--- src/rtl/jogo_desafio_memoria.sv ---
// -----------------------------------------------------------------------------
// jogo_desafio_memoria
// Simon-style memory game: controller FSM plus datapath for a 1 kHz board clock.
// Each round appends one item from a selectable 16-entry ROM, shows that item on
// the LEDs, and then waits for the player to repeat the whole sequence so far on
// four one-hot buttons. A wrong button or (optionally) silence loses; finishing
// the last round (8 or 16 rounds) wins.
//
// Optional feature macro: TIMEOUT_EN
//   defined   -> ESPERA runs a timer; T_TIMEOUT idle cycles end in FIM_TIMEOUT
//   undefined -> ESPERA waits indefinitely, timeout is tied low
//
// Parameters:
//   T_SHOW     cycles the new round's item stays lit on leds
//   T_TIMEOUT  idle cycles allowed in ESPERA before a timeout
//
// Ports:
//   clock                     system clock, rising edge
//   reset                     asynchronous reset, active-low
//   jogar                     start request (level), honoured in idle/end states
//   botoes[3:0]               player buttons, one-hot, 0000 = no press
//   nivel                     0 = 8 rounds, 1 = 16 rounds (latched at start)
//   memoria                   ROM select (latched at start)
//   leds[3:0]                 item during MOSTRA, otherwise echoes botoes
//   ganhou/perdeu/pronto      win / loss / any end state
//   timeout                   timeout end state
//   db_*                      debug comparison flags
//   display_*[6:0]            7-segment hex digits, active-low, bit0 = a
// -----------------------------------------------------------------------------
module jogo_desafio_memoria #(
    parameter int T_SHOW    = 1000,
    parameter int T_TIMEOUT = 5000
) (
    input  logic       clock,
    input  logic       reset,
    input  logic       jogar,
    input  logic [3:0] botoes,
    input  logic       nivel,
    input  logic       memoria,
    output logic [3:0] leds,
    output logic       ganhou,
    output logic       perdeu,
    output logic       pronto,
    output logic       timeout,
    output logic       db_jogadaIgualMemoria,
    output logic       db_enderecoIgualSequencia,
    output logic       db_tem_jogada,
    output logic       db_fimS,
    output logic [6:0] display_sequencia,
    output logic [6:0] display_jogada,
    output logic [6:0] display_memoria,
    output logic [6:0] display_endereco,
    output logic [6:0] display_estado
);

    // One timer serves both the show window and the idle timeout, so it is
    // sized for the larger of the two.
    localparam int TMAX = (T_TIMEOUT > T_SHOW) ? T_TIMEOUT : T_SHOW;
    localparam int TW   = $clog2(TMAX);
    localparam logic [TW-1:0] SHOW_LAST = TW'(T_SHOW - 1);
`ifdef TIMEOUT_EN
    localparam logic [TW-1:0] TO_LAST = TW'(T_TIMEOUT - 1);
`endif

    // ROM contents packed with address 0 in the lowest nibble.
    localparam logic [63:0] ROM0 = 64'h4188_4422_1124_8421;
    localparam logic [63:0] ROM1 = 64'h2814_4182_8421_1248;

    // State codes are what display_estado shows, so they are fixed values.
    typedef enum logic [3:0] {
        INICIAL     = 4'h0,
        PREPARA     = 4'h1,
        MOSTRA      = 4'h2,
        ESPERA      = 4'h3,
        REGISTRA    = 4'h4,
        COMPARA     = 4'h5,
        PROX_JOG    = 4'h6,
        PROX_SEQ    = 4'h7,
        FIM_ACERTOU = 4'hA,
        FIM_TIMEOUT = 4'hD,
        FIM_ERROU   = 4'hE
    } estado_t;

    estado_t       estado;
    estado_t       proximo;
    logic [3:0]    sequencia;
    logic [3:0]    endereco;
    logic [3:0]    jogada;
    logic [3:0]    botoes_q;
    logic [TW-1:0] timer;
    logic          nivel_reg;
    logic          memoria_reg;
    logic          jogada_borda;
    logic          jogada_correta;
    logic          fim_s;
    logic [3:0]    item_mostra;
    logic [3:0]    item_endereco;

    function automatic logic [3:0] rom_item(input logic sel, input logic [3:0] addr);
        logic [5:0] base;
        base = {addr, 2'b00};
        return sel ? ROM1[base +: 4] : ROM0[base +: 4];
    endfunction

    // Active-low segments, bit0 = a ... bit6 = g; "b" and "d" are lower-case.
    function automatic logic [6:0] hex7(input logic [3:0] digito);
        logic [6:0] seg;
        case (digito)
            4'h0: seg = 7'h40;
            4'h1: seg = 7'h79;
            4'h2: seg = 7'h24;
            4'h3: seg = 7'h30;
            4'h4: seg = 7'h19;
            4'h5: seg = 7'h12;
            4'h6: seg = 7'h02;
            4'h7: seg = 7'h78;
            4'h8: seg = 7'h00;
            4'h9: seg = 7'h10;
            4'hA: seg = 7'h08;
            4'hB: seg = 7'h03;
            4'hC: seg = 7'h46;
            4'hD: seg = 7'h21;
            4'hE: seg = 7'h06;
            default: seg = 7'h0E;
        endcase
        return seg;
    endfunction

    // A play is the rising edge of "any button pressed"; the previous-cycle
    // buttons are kept regardless of state so a button held across states is
    // never counted twice.
    assign jogada_borda   = (|botoes) && !(|botoes_q);
    assign item_mostra    = rom_item(memoria_reg, sequencia);
    assign item_endereco  = rom_item(memoria_reg, endereco);
    assign jogada_correta = (jogada == item_endereco);
    assign fim_s          = (sequencia == (nivel_reg ? 4'd15 : 4'd7));

    always_ff @(posedge clock or negedge reset) begin
        if (!reset) begin
            estado <= INICIAL;
        end else begin
            estado <= proximo;
        end
    end

    always_comb begin
        proximo = estado;
        case (estado)
            INICIAL:  if (jogar) proximo = PREPARA;
            PREPARA:  proximo = MOSTRA;
            MOSTRA:   if (timer == SHOW_LAST) proximo = ESPERA;
            ESPERA: begin
                // A press landing on the last idle cycle still counts.
                if (jogada_borda) proximo = REGISTRA;
`ifdef TIMEOUT_EN
                else if (timer == TO_LAST) proximo = FIM_TIMEOUT;
`endif
            end
            REGISTRA: proximo = COMPARA;
            COMPARA: begin
                if (!jogada_correta)            proximo = FIM_ERROU;
                else if (endereco == sequencia) proximo = PROX_SEQ;
                else                            proximo = PROX_JOG;
            end
            PROX_JOG: proximo = ESPERA;
            PROX_SEQ: proximo = fim_s ? FIM_ACERTOU : MOSTRA;
            FIM_ACERTOU, FIM_ERROU, FIM_TIMEOUT: if (jogar) proximo = PREPARA;
            default:  proximo = INICIAL;
        endcase
    end

    // Datapath registers are steered by the current state; the play register
    // loads the buttons as they were on the edge cycle, so even a one-cycle
    // press is captured correctly.
    always_ff @(posedge clock or negedge reset) begin
        if (!reset) begin
            sequencia   <= '0;
            endereco    <= '0;
            jogada      <= '0;
            botoes_q    <= '0;
            timer       <= '0;
            nivel_reg   <= 1'b0;
            memoria_reg <= 1'b0;
        end else begin
            botoes_q <= botoes;
            case (estado)
                PREPARA: begin
                    sequencia   <= '0;
                    endereco    <= '0;
                    timer       <= '0;
                    nivel_reg   <= nivel;
                    memoria_reg <= memoria;
                end
                MOSTRA: begin
                    if (timer == SHOW_LAST) begin
                        timer    <= '0;
                        endereco <= '0;
                    end else begin
                        timer <= timer + 1'b1;
                    end
                end
                ESPERA: begin
                    if (jogada_borda) timer <= '0;
`ifdef TIMEOUT_EN
                    else timer <= timer + 1'b1;
`endif
                end
                REGISTRA: jogada <= botoes_q;
                PROX_JOG: endereco <= endereco + 4'd1;
                PROX_SEQ: begin
                    if (!fim_s) begin
                        sequencia <= sequencia + 4'd1;
                        timer     <= '0;
                    end
                end
                default: ;
            endcase
        end
    end

    assign leds    = (estado == MOSTRA) ? item_mostra : botoes;
    assign ganhou  = (estado == FIM_ACERTOU);
    assign perdeu  = (estado == FIM_ERROU) || (estado == FIM_TIMEOUT);
    assign pronto  = (estado == FIM_ACERTOU) || (estado == FIM_ERROU) || (estado == FIM_TIMEOUT);
`ifdef TIMEOUT_EN
    assign timeout = (estado == FIM_TIMEOUT);
`else
    assign timeout = 1'b0;
`endif

    assign db_jogadaIgualMemoria     = jogada_correta;
    assign db_enderecoIgualSequencia = (endereco == sequencia);
    assign db_tem_jogada             = |botoes;
    assign db_fimS                   = fim_s;

    assign display_sequencia = hex7(sequencia);
    assign display_jogada    = hex7(jogada);
    assign display_memoria   = hex7(item_endereco);
    assign display_endereco  = hex7(endereco);
    assign display_estado    = hex7(estado);

endmodule

--- config.mk ---
export PLATFORM = sky130hd
export DESIGN_NAME = jogo_desafio_memoria
export DESIGN_NICKNAME = d
export VERILOG_FILES = /design/src/rtl/jogo_desafio_memoria.sv
export SDC_FILE = /design/constraint.sdc
export NUM_CORES = 1
export LEC_CHECK = 0
export BUFFER_PORTS_ARGS = -buffer_cell sky130_fd_sc_hd__buf_4
export CAP_MARGIN = 20
export CELL_PAD_IN_SITES_DETAIL_PLACEMENT = 1
export CELL_PAD_IN_SITES_GLOBAL_PLACEMENT = 2
export CORE_ASPECT_RATIO = 0.5
export CORE_MARGIN = 5
export CORE_UTILIZATION = 34
export DETAILED_ROUTE_END_ITERATION = 10
export GPL_TIMING_DRIVEN = 0
export PLACE_DENSITY_LB_ADDON = 0.1
export SKIP_LAST_GASP = 1
export SLEW_MARGIN = 10
export SYNTH_ARGS = -nofsm -noshare
export SYNTH_HDL_FRONTEND = slang
export SYNTH_SLANG_ARGS = --single-unit
--- constraint.sdc ---
create_clock -name clock -period 3 [get_ports clock]
set_clock_uncertainty 0.05 [all_clocks]
set_input_delay 0.15 -clock clock [delete_from_list [all_inputs] [get_ports clock]]
set_output_delay 0.15 -clock clock [all_outputs]
set_load 0.01 [all_outputs]
Yosys cells after proc, flatten, opt, wreduce, memory -nomap -nowiden
Memory sizes are Yosys's and may differ from the RTL's.
Index checks and enable logic that the tools add are counted.
{"block": "totals", "register_bits": 35, "romBits": 560, "input_bits": 9, "n_memories": 5}
{"name": "(no name shown)", "depth": 16, "word_bits": 7, "rd": 1, "rd_ports_with_merged_regs": 0, "write_ports": 0, "line": "108", "text": "case (digito)"}
{"name": "(no name shown)", "depth": 16, "word_bits": 7, "rd": 1, "rd_ports_with_merged_regs": 0, "write_ports": 0, "line": "108"}
{"name": "(no name shown)", "depth": 16, "word_bits": 7, "rd": 1, "rd_ports_with_merged_regs": 0, "write_ports": 0, "line": "108"}
{"name": "(no name shown)", "depth": 16, "word_bits": 7, "rd": 1, "rd_ports_with_merged_regs": 0, "write_ports": 0, "line": "108"}
{"name": "(no name shown)", "depth": 16, "word_bits": 7, "rd": 1, "rd_ports_with_merged_regs": 0, "write_ports": 0, "line": "108"}
{"block": "classes", "addsub": 3, "n_eq_ne": 18, "shift": 4, "mux": 19, "reduce_logical": 16}
{"cell": "64-bit by 7-bit indexed part select with 4-bit output (first input constant)", "count": 4}
{"cell": "13-bit case mux with 4 select lines", "count": 1}
{"cell": "4-bit 2-to-1 mux", "count": 11}
{"cell": "13-bit 2-to-1 mux", "count": 3}
{"cell": "4-bit case mux with 8 select lines", "count": 1}
{"cell": "4-bit by 3-bit equality test with 1-bit output (second input constant)", "count": 4}
{"cell": "13-bit by 1-bit adder with 13-bit output (second input constant)", "count": 1}
{"cell": "13-bit by 10-bit equality test with 1-bit output (second input constant)", "count": 1}
{"cell": "4-bit equality test", "count": 3}
{"cell": "4-bit equality test (second input constant)", "count": 3}
{"cell": "4-bit case mux with 3 select lines", "count": 1}
{"cell": "4-bit OR reduction", "count": 3}
{"cell": "4-bit by 1-bit adder with 4-bit output (second input constant)", "count": 2}
{"cell": "4-bit by 2-bit equality test with 1-bit output (second input constant)", "count": 2}
{"cell": "4-bit case mux with 2 select lines", "count": 1}
{"cell": "2-bit != test (second input constant)", "count": 3}
{"cell": "3-bit AND reduction", "count": 2}
{"cell": "4-bit by 1-bit equality test with 1-bit output (second input constant)", "count": 1}
{"cell": "4-bit zero test", "count": 1}
{"cell": "2-bit AND reduction", "count": 2}
{"cell": "4-bit nonzero test", "count": 1}
{"cell": "1-bit logical OR", "count": 3}
{"cell": "3-bit nonzero test", "count": 1}
{"cell": "2-bit by 1-bit != test with 1-bit output (second input constant)", "count": 1}
{"cell": "other kinds (4)", "count": 4}

Depth between registers and ports, before layout
Gate-level depths: netlist (run 1).
{"block": "logic_depth", "ltp_word": 5, "mapped_depth": 10, "mapped_depth_nobuf": 9}

Least setup slack after synthesis (run 1)
No wires, ideal clock.
{"block": "synth_path", "path_type": "reg2out", "from": "register endereco[1]", "to": "output port display_memoria[3]", "t_arrival_ns": 2.496, "setup_slack_ns": 0.304, "path_stages_with_launch": 10, "n_path_buf": 1, "cell_sequence": "dfrtp_1 buf_2 inv_1 ha_1 and2_1 nor3_1 inv_1 ha_1 and2_1 o31ai_1"}
{"block": "synth_between", "elab_chain_cells": 3, "elab_cells_between_ends": 4, "classes_between": "shift: 2; mux: 1; memory: 1"}
{"item": "start, declared", "line": "87", "text": "logic [3:0] endereco;"}
{"item": "start signal, assigned", "line": "209", "text": "PROX_JOG: endereco <= endereco + 4'd1;"}
{"item": "64-bit by 7-bit indexed part select with 4-bit output", "line": "102", "text": "return sel ? ROM1[base +: 4] : ROM0[base +: 4];"}
{"item": "4-bit 2-to-1 mux (*)", "line": "102"}
{"item": "memory 16 x 7 bit (*)"}
{"item": "end, declared", "line": "51", "text": "output logic [6:0] display_memoria,"}
Mark *: on every way between the ends. The rest lies on a longest branch, timed or not.

Final worst setup path (run 1)
Same ends and word-level chain as after synthesis.

==> impl_results.md, run 1 <==
- Status: complete, no violations
- Drt first pass iters: 4
- Final setup violation count: 0
- Cts bufs inserted: 5
- DR iter-0 viols: 124
- Root buffer cell: clkbuf_16
- Fmax: 360.2 MHz
- Fillers: 1260
- Max reg flops: 13
- RSZ-0062 raised after global routing: no
- I/O Buffers: 54
- Syn Nets: 486
- CTS Buffer Depth: 2
- Crit path from: endereco[1]$_DFFE_PN0P_
- Gate Count Post-Synth: 445
- Syn_area_per_cell: 8.039 um^2
- Layout Cells excl Fill: 653
- CP Max Fanout: 10
- Worst-Margin Slew: 0.6353 ns
- Die ar.: 12800 um^2
- Detailed Route WL: 10990 um
- Final Net Count: 554
- Area Overhead vs Synth: 22.67%
- Layout cells sized above 1: 0.2047
- Hold Vio Cnt, Final: 0
- Number of diodes: 0
- Gr ovfl total: 0
- Routed vias/inst: 5.314
- Min Tclk post-route: 2.776 ns
- Async set or reset register ratio after synthesis: 1.000
- Req. time, crit path: 2.80 ns
- Top reg by flops: timer
- Detailed-route DRC error count: 0
- Antenna Nets Post-Route: 0
- Register area share after synthesis: 0.2448
- GRT Total Usage: 0.1768
- Initial Util: 0.3491
- Period utilisation layout: 0.9254
- Row count: 26
- Dpl cells: 639
- Max Cap Violations: 0
- Die width: 155.1 um
- Initial antenna violation count: 0
- I/O pins: 56
- Worst-case vdd ir drop: 353.3 uV
- CTS tree: yes
- Vias in the first global route: 3474
- Yosys reg bits: 35
- Reg2Reg Depth: 9
- Max Slew Vio Count: 0
- Die height: 82.53 um
- Global-route wire length before repair: 18370 um
- Final hold slack: 0.05456 ns
- Startpoint types: flop
- Reg-to-reg slack, setup: 0.26 ns
- Leakage: 1.962 nW
- Netlist cell types: 67
- Post-DP HPWL: 8441 um
- Crit path DAT: 2.58 ns
- Synth Cell Area: 3577 um^2
- Pin count of the biggest net entering global routing: 36
- CTS H-tree depth: 2
- Crit end category: primary output
- Hold Path Class: input pin to flop
- Clk_lat worst skew: 0.28 ns
- DR WL/cell: 16.83 um
- Ys Warns: 0
- Final core utilization: 0.4282
- EDFF count, synth: 0
- Main flop type after synthesis: dfrtp_1
- Core Area: 10250 um^2
- Clock transition at path regs: 0.05 ns
- GPL Wtd Cong: 0.7858
- Crit Path Category: flop to primary output
- Pwr dens: 879.1 nW/um^2
- Worst R2R End: estado[0]$_DFFE_PN0P_
- Worst r2r src: estado[0]$_DFFE_PN0P_
- Worst Setup EP: display_memoria[3]
- CTS Sinks: 35
- Routed vias: 3470
- Relative slew slack: 0.5745
## how the worst min path moves through the flow
stage,cells past startpoint,slack [ns],to,from
2_1_floorplan,0,-0.20,botoes_q[0]$_DFF_PN0_,reset
3_3_place_gp,1,0.09,timer[1]$_DFFE_PN0P_,reset
3_5_place_dp,1,0.09,timer[1]$_DFFE_PN0P_,reset
4_1_cts,2,0.05,memoria_reg$_DFFE_PN0P_,memoria
5_1_grt,2,0.06,memoria_reg$_DFFE_PN0P_,memoria
6_report,2,0.05,memoria_reg$_DFFE_PN0P_,memoria
## layout by cell type, fill, tap and decap left out, drive strengths merged, types with 3 or more instances in the layout
| cell | netlist | final |
|---|---|---|
| o22ai | 3 | 3 |
| dlygate4sd3 | 0 | 5 |
| and3 | 6 | 6 |
| dfrtp | 35 | 35 |
| a31oi | 6 | 6 |
| nand2b | 7 | 7 |
| ha | 32 | 32 |
| mux4 | 4 | 4 |
| xor2 | 5 | 5 |
| nor4 | 6 | 6 |
| o21ai | 48 | 48 |
| mux2i | 11 | 11 |
| nor2 | 34 | 34 |
| nand2 | 41 | 41 |
| o211ai | 4 | 4 |
| or2 | 5 | 5 |
| clkbuf | 18 | 25 |
| o31ai | 6 | 6 |
| nand4 | 5 | 5 |
| nor2b | 9 | 9 |
| inv | 22 | 22 |
| mux2 | 6 | 6 |
| and2 | 8 | 8 |
| buf | 18 | 73 |
| a21o | 5 | 5 |
| a311oi | 3 | 3 |
| a211oi | 6 | 6 |
| nor3 | 6 | 6 |
| a21oi | 22 | 22 |
| nand3 | 13 | 13 |
| a22o | 5 | 5 |
| and4b | 3 | 3 |
| or3 | 7 | 7 |
| xnor2 | 8 | 8 |
## cell usage after synthesis, drive strengths merged, types with 6 or more instances
cell type  count  area, um^2
o21ai         48       240.2
nand2         41       153.9
dfrtp         35       875.8
nor2          34       130.1
ha            32       400.4
a21oi         22       113.9
inv           22       82.58
buf           18       111.4
clkbuf        18       68.81
nand3         13       65.06
mux2i         11       110.1
nor2b          9       56.30
and2           8       50.05
xnor2          8       70.07
nand2b         7       43.79
or3            7       43.79
a211oi         6       45.04
a31oi          6       43.79
and3           6       37.54
mux2           6       67.56
nor3           6       30.03
nor4           6       37.54
o31ai          6       45.04
## logic make-up after synthesis
| logic type | synth area share |
|---|---|
| buffers and inverters | 0.07345 |
| AND/OR/NAND/NOR | 0.2466 |
| other | 0.001048 |
| XOR/XNOR | 0.03183 |
| adder cells (fa/ha/maj) | 0.1119 |
| AO/OA/AOI/OAI | 0.2155 |
| multiplexers | 0.07485 |
| flip-flops | 0.2448 |
## area by class of cell
type	instances	area (um^2)	area share
timing repair buffer	61	470.5	0.1072
sequential	35	877.1	0.1999
clock buffer	6	138.9	0.03165
tap	140	175.2	0.03992
buffer	36	183.9	0.04192
multi-input combinational	352	2455	0.5595
clock inverter	1	5.005	0.001141
inverter	22	82.58	0.01882
## per-stage QoR
step	instance area (um^2)	setup WS, ns	total power (W)	TNS [ns]
CTS	4374	0.1279	0.003883	0
finish	4388	0.2237	0.003858	0
global placement	4158	-0.1712	0.003308	-0.1712
detailed placement	4158	-0.1963	0.003331	-0.1963
floorplan	3577	0.3039	0.002345	0
global route	4388	0.01646	0.004205	0
## repair_timing
| action | 4_1_cts | 5_1_grt |
|---|---|---|
| hold buffers | 5 | 0 |
| pin swaps | 0 | 1 |
| hold endpoints to repair | 39 | 0 |
| setup buffers | 1 | 1 |
| gates resized for setup | 4 | 2 |
| endpoints found under the setup margin | 7 | 1 |
## routing by layer
metal / routed length (um) / GRT usage / up-vias
met1: 5590 / 0.2452 / 1694
met5: 0 / 0 / -
met4: 57 / 0.02731 / 0
li1: - / - / 1721
met2: 4991 / 0.2996 / 50
met3: 352 / 0.02759 / 5
## power breakdown
part,internal [W],switching [W]
logic,0.00116,0.00151
registers,0.000560,0.000107
clock network,0.000324,0.000197
## worst max-delay path, cell delays in order (launching register included)
cell     delay [ns]
dfrtp_2        0.35
buf_4          0.18
inv_1          0.14
ha_1           0.29
and2_1         0.22
nor3_4         0.19
inv_1          0.10
ha_1           0.29
and2_1         0.15
o31ai_1        0.22
buf_4          0.16
Power figures use the tool's default switching activity.
==> inputs of run 2 (changes only) <==
--- a/config.mk
+++ b/config.mk
@@ -14,7 +14,9 @@
 export CORE_UTILIZATION = 34
 export DETAILED_ROUTE_END_ITERATION = 10
 export GPL_TIMING_DRIVEN = 0
+export HOLD_SLACK_MARGIN = 0.03
 export PLACE_DENSITY_LB_ADDON = 0.1
+export RECOVER_POWER = 50
 export SKIP_LAST_GASP = 1
 export SLEW_MARGIN = 10
 export SYNTH_ARGS = -nofsm -noshare
==> run 2 against run 1 <==
Compared with the run above:
- largest cell class unchanged
- critical path depth did not move
- critical path type unchanged
- the run now ends with max-capacitance violations, max-slew violations left
- count of clock-buffer cells in the layout stayed put
- sequential cell count unchanged
- final cell count unchanged
- highest routed layer unchanged
- combinational power hardly changed
- non-clock buffer count unchanged
- clock power about the same
==> impl_results.md, run 2 (same netlist as run 1, synthesis figures left out) <==
- Status: complete, but fails checks
- Failing checks: max-capacitance violations, max-slew violations
- Slack of the critical path: 0.2245 ns (+0.0008590 ns)
- Register share of total power: 0.175 (+0.002)
- I/O Buffers: 54 (unchanged)
- Req. time, crit path: 2.80 ns (about the same)
- Max Cap Violations: 1 (+1)
- Number of diodes: 0 (unchanged)
- CP Max Fanout: 10 (unchanged)
- Period utilisation layout: 0.9252 (about the same)
- Die width: 155.1 um (unchanged)
- Routed vias: 3495 (+0.72%)
- Detailed-route DRC error count: 0 (unchanged)
- Max Slew Vio Count: 36 (+36)
- Layout Cells excl Fill: 653 (unchanged)
- Hold Path Class: input pin to flop
- Worst-case vdd ir drop: 352.4 uV (-0.24%)
- Antenna Nets Post-Route: 0 (unchanged)
- Global-route wire length before repair: 18370 um (unchanged)
- Row count: 26 (unchanged)
- Pwr dens: 879.9 nW/um^2 (about the same)
- Cts bufs inserted: 5 (unchanged)
- Dpl ws: -0.1963 ns (unchanged)
- Gr ovfl total: 0 (unchanged)
- Pin count of the biggest net entering global routing: 36 (unchanged)
- Top reg by flops: timer
- Root buffer cell: clkbuf_16
- Die height: 82.53 um (unchanged)
- Area Overhead vs Synth: 21.51%
- Crit Path Category: flop to primary output
- Reg-to-reg slack, setup: 0.26 ns (about the same)
- CTS H-tree depth: 2 (unchanged)
- Drt first pass iters: 4 (unchanged)
- Worst-Margin Slew: 1.950 ns (+1.315 ns)
- DR WL/cell: 16.80 um (-0.17%)
- Final hold slack: 0.05489 ns (+0.0003286 ns)
- Fillers: 1262 (+0.16%)
- CTS tree: yes
- Commonest non-fill, non-tap cells in the layout: 50 x buf_4, 47 x o21ai_0, 41 x nand2_1
- Gate power share: 0.689 (-0.003)
- Detailed Route WL: 10970 um (-0.17%)
- Clock power frac: 0.136 (about the same)
- Crit path DAT: 2.58 ns (about the same)
- Initial Util: 0.3491 (unchanged)
- CTS Buffer Depth: 2 (unchanged)
- GPL Wtd Cong: 0.7858 (unchanged)
- Crit end category: primary output
- I/O pins: 56 (unchanged)
- Min Tclk post-route: 2.775 ns (-0.0008590 ns)
- Hold Vio Cnt, Final: 0 (unchanged)
- Initial antenna violation count: 0 (unchanged)
- DR iter-0 viols: 115 (-7.3%)
- Startpoint types: flop
- Die ar.: 12800 um^2 (unchanged)
- Clock transition at path regs: 0.05 ns (about the same)
- Final setup violation count: 0 (unchanged)
- CTS Sinks: 35 (unchanged)
- Most common cell after layout, fill and taps aside: buf_4
- Int Power: 0.002015 W (-1.4%)
- Core Area: 10250 um^2 (unchanged)
- Vias in the first global route: 3474 (unchanged)
- Final Net Count: 554 (unchanged)
- Switching Share: 0.4732 (+0.003165)
- Layout cells sized above 1: 0.1832 (-0.02144)
- Dpl cells: 639 (unchanged)
- RSZ-0062 raised after global routing: no
- Max reg flops: 13 (unchanged)
- Leakage: 1.919 nW (-2.2%)
- Switch Pwr: 0.001810 W (-0.19%)
- Fmax: 360.3 MHz (about the same)
- Relative slew slack: -0.3003 (-0.8747)
- Post-DP HPWL: 8441 um (unchanged)
- Routed vias/inst: 5.352 (+0.72%)
- Clk_lat worst skew: 0.28 ns (about the same)
- GRT Total Usage: 0.1768 (unchanged)
-- run 2: cell types whose count changed in the layout (fill, tap and decap cells not counted), sizes merged --
cell    before  now
buf         73   62
clkbuf      25   36
-- run 2: through the flow --
stage               total power, W  TNS [ns]    util  cell area (um^2)
CTS                       0.003883         0  0.4269              4374
floorplan                 0.002345         0       -              3577
global placement          0.003308   -0.1712  0.4057              4158
global route              0.004174         0  0.4242              4347
detailed placement        0.003331   -0.1963  0.4057              4158
finish                    0.003825         0  0.4242              4347
-- run 2: critical path: stages (launching register included) --
cell and delay [ns]:
dfrtp_2 0.35, buf_4 0.17, inv_1 0.14, ha_1 0.29, and2_1 0.22, nor3_4 0.19
inv_1 0.10, ha_1 0.29, and2_1 0.15, o31ai_1 0.22, buf_4 0.16
-- run 2: per-layer routing --
metal / global-route usage / wire length [um]
met1: 0.2452 / 5552
met4: 0.02731 / 57
met2: 0.2996 / 4976
met3: 0.02759 / 386
met5: 0 / 0
-- run 2: cell type report --
class | instances | area (um^2) | share of cell area
multi-input cells | 352 | 2451 | 0.5639
flip-flops and latches | 35 | 877.1 | 0.2018
clock inverters | 1 | 5.005 | 0.001151
clock buffers | 6 | 138.9 | 0.03195
repair buffers | 61 | 432.9 | 0.09960
well taps | 140 | 175.2 | 0.04030
plain buffers | 36 | 183.9 | 0.04231
inverters | 22 | 82.58 | 0.01900
-- run 2: path summary, 6_finish.rpt --
check,start,to,depth (start not counted)
max,endereco[1]$_DFFE_PN0P_,display_memoria[3],10
min,memoria,memoria_reg$_DFFE_PN0P_,2
min reg2reg,timer[1]$_DFFE_PN0P_,timer[1]$_DFFE_PN0P_,2
min in group asynchronous,reset,timer[1]$_DFFE_PN0P_,2
max reg2reg,estado[0]$_DFFE_PN0P_,estado[0]$_DFFE_PN0P_,9
max in group asynchronous,reset,endereco[1]$_DFFE_PN0P_,2
-- run 2: power by group through the flow --
stage | combinational (W) | clock, W | sequential, W
3_3_place_gp | 0.00263 | 0 | 0.000676
4_1_cts | 0.00268 | 0.000534 | 0.000667
2_1_floorplan | 0.00170 | 0 | 0.000642
6_report | 0.00264 | 0.000521 | 0.000667
5_1_grt | 0.00293 | 0.000558 | 0.000683
3_5_place_dp | 0.00265 | 0 | 0.000679
-- run 2: repair_timing --
item,CTS,global route
endpoints found under the setup margin,7,1
endpoints found under the hold margin,39,0
resized for setup,4,2
gates cloned,0,0
buffers inserted,1,1
hold buffers,5,0
pin swaps,0,1
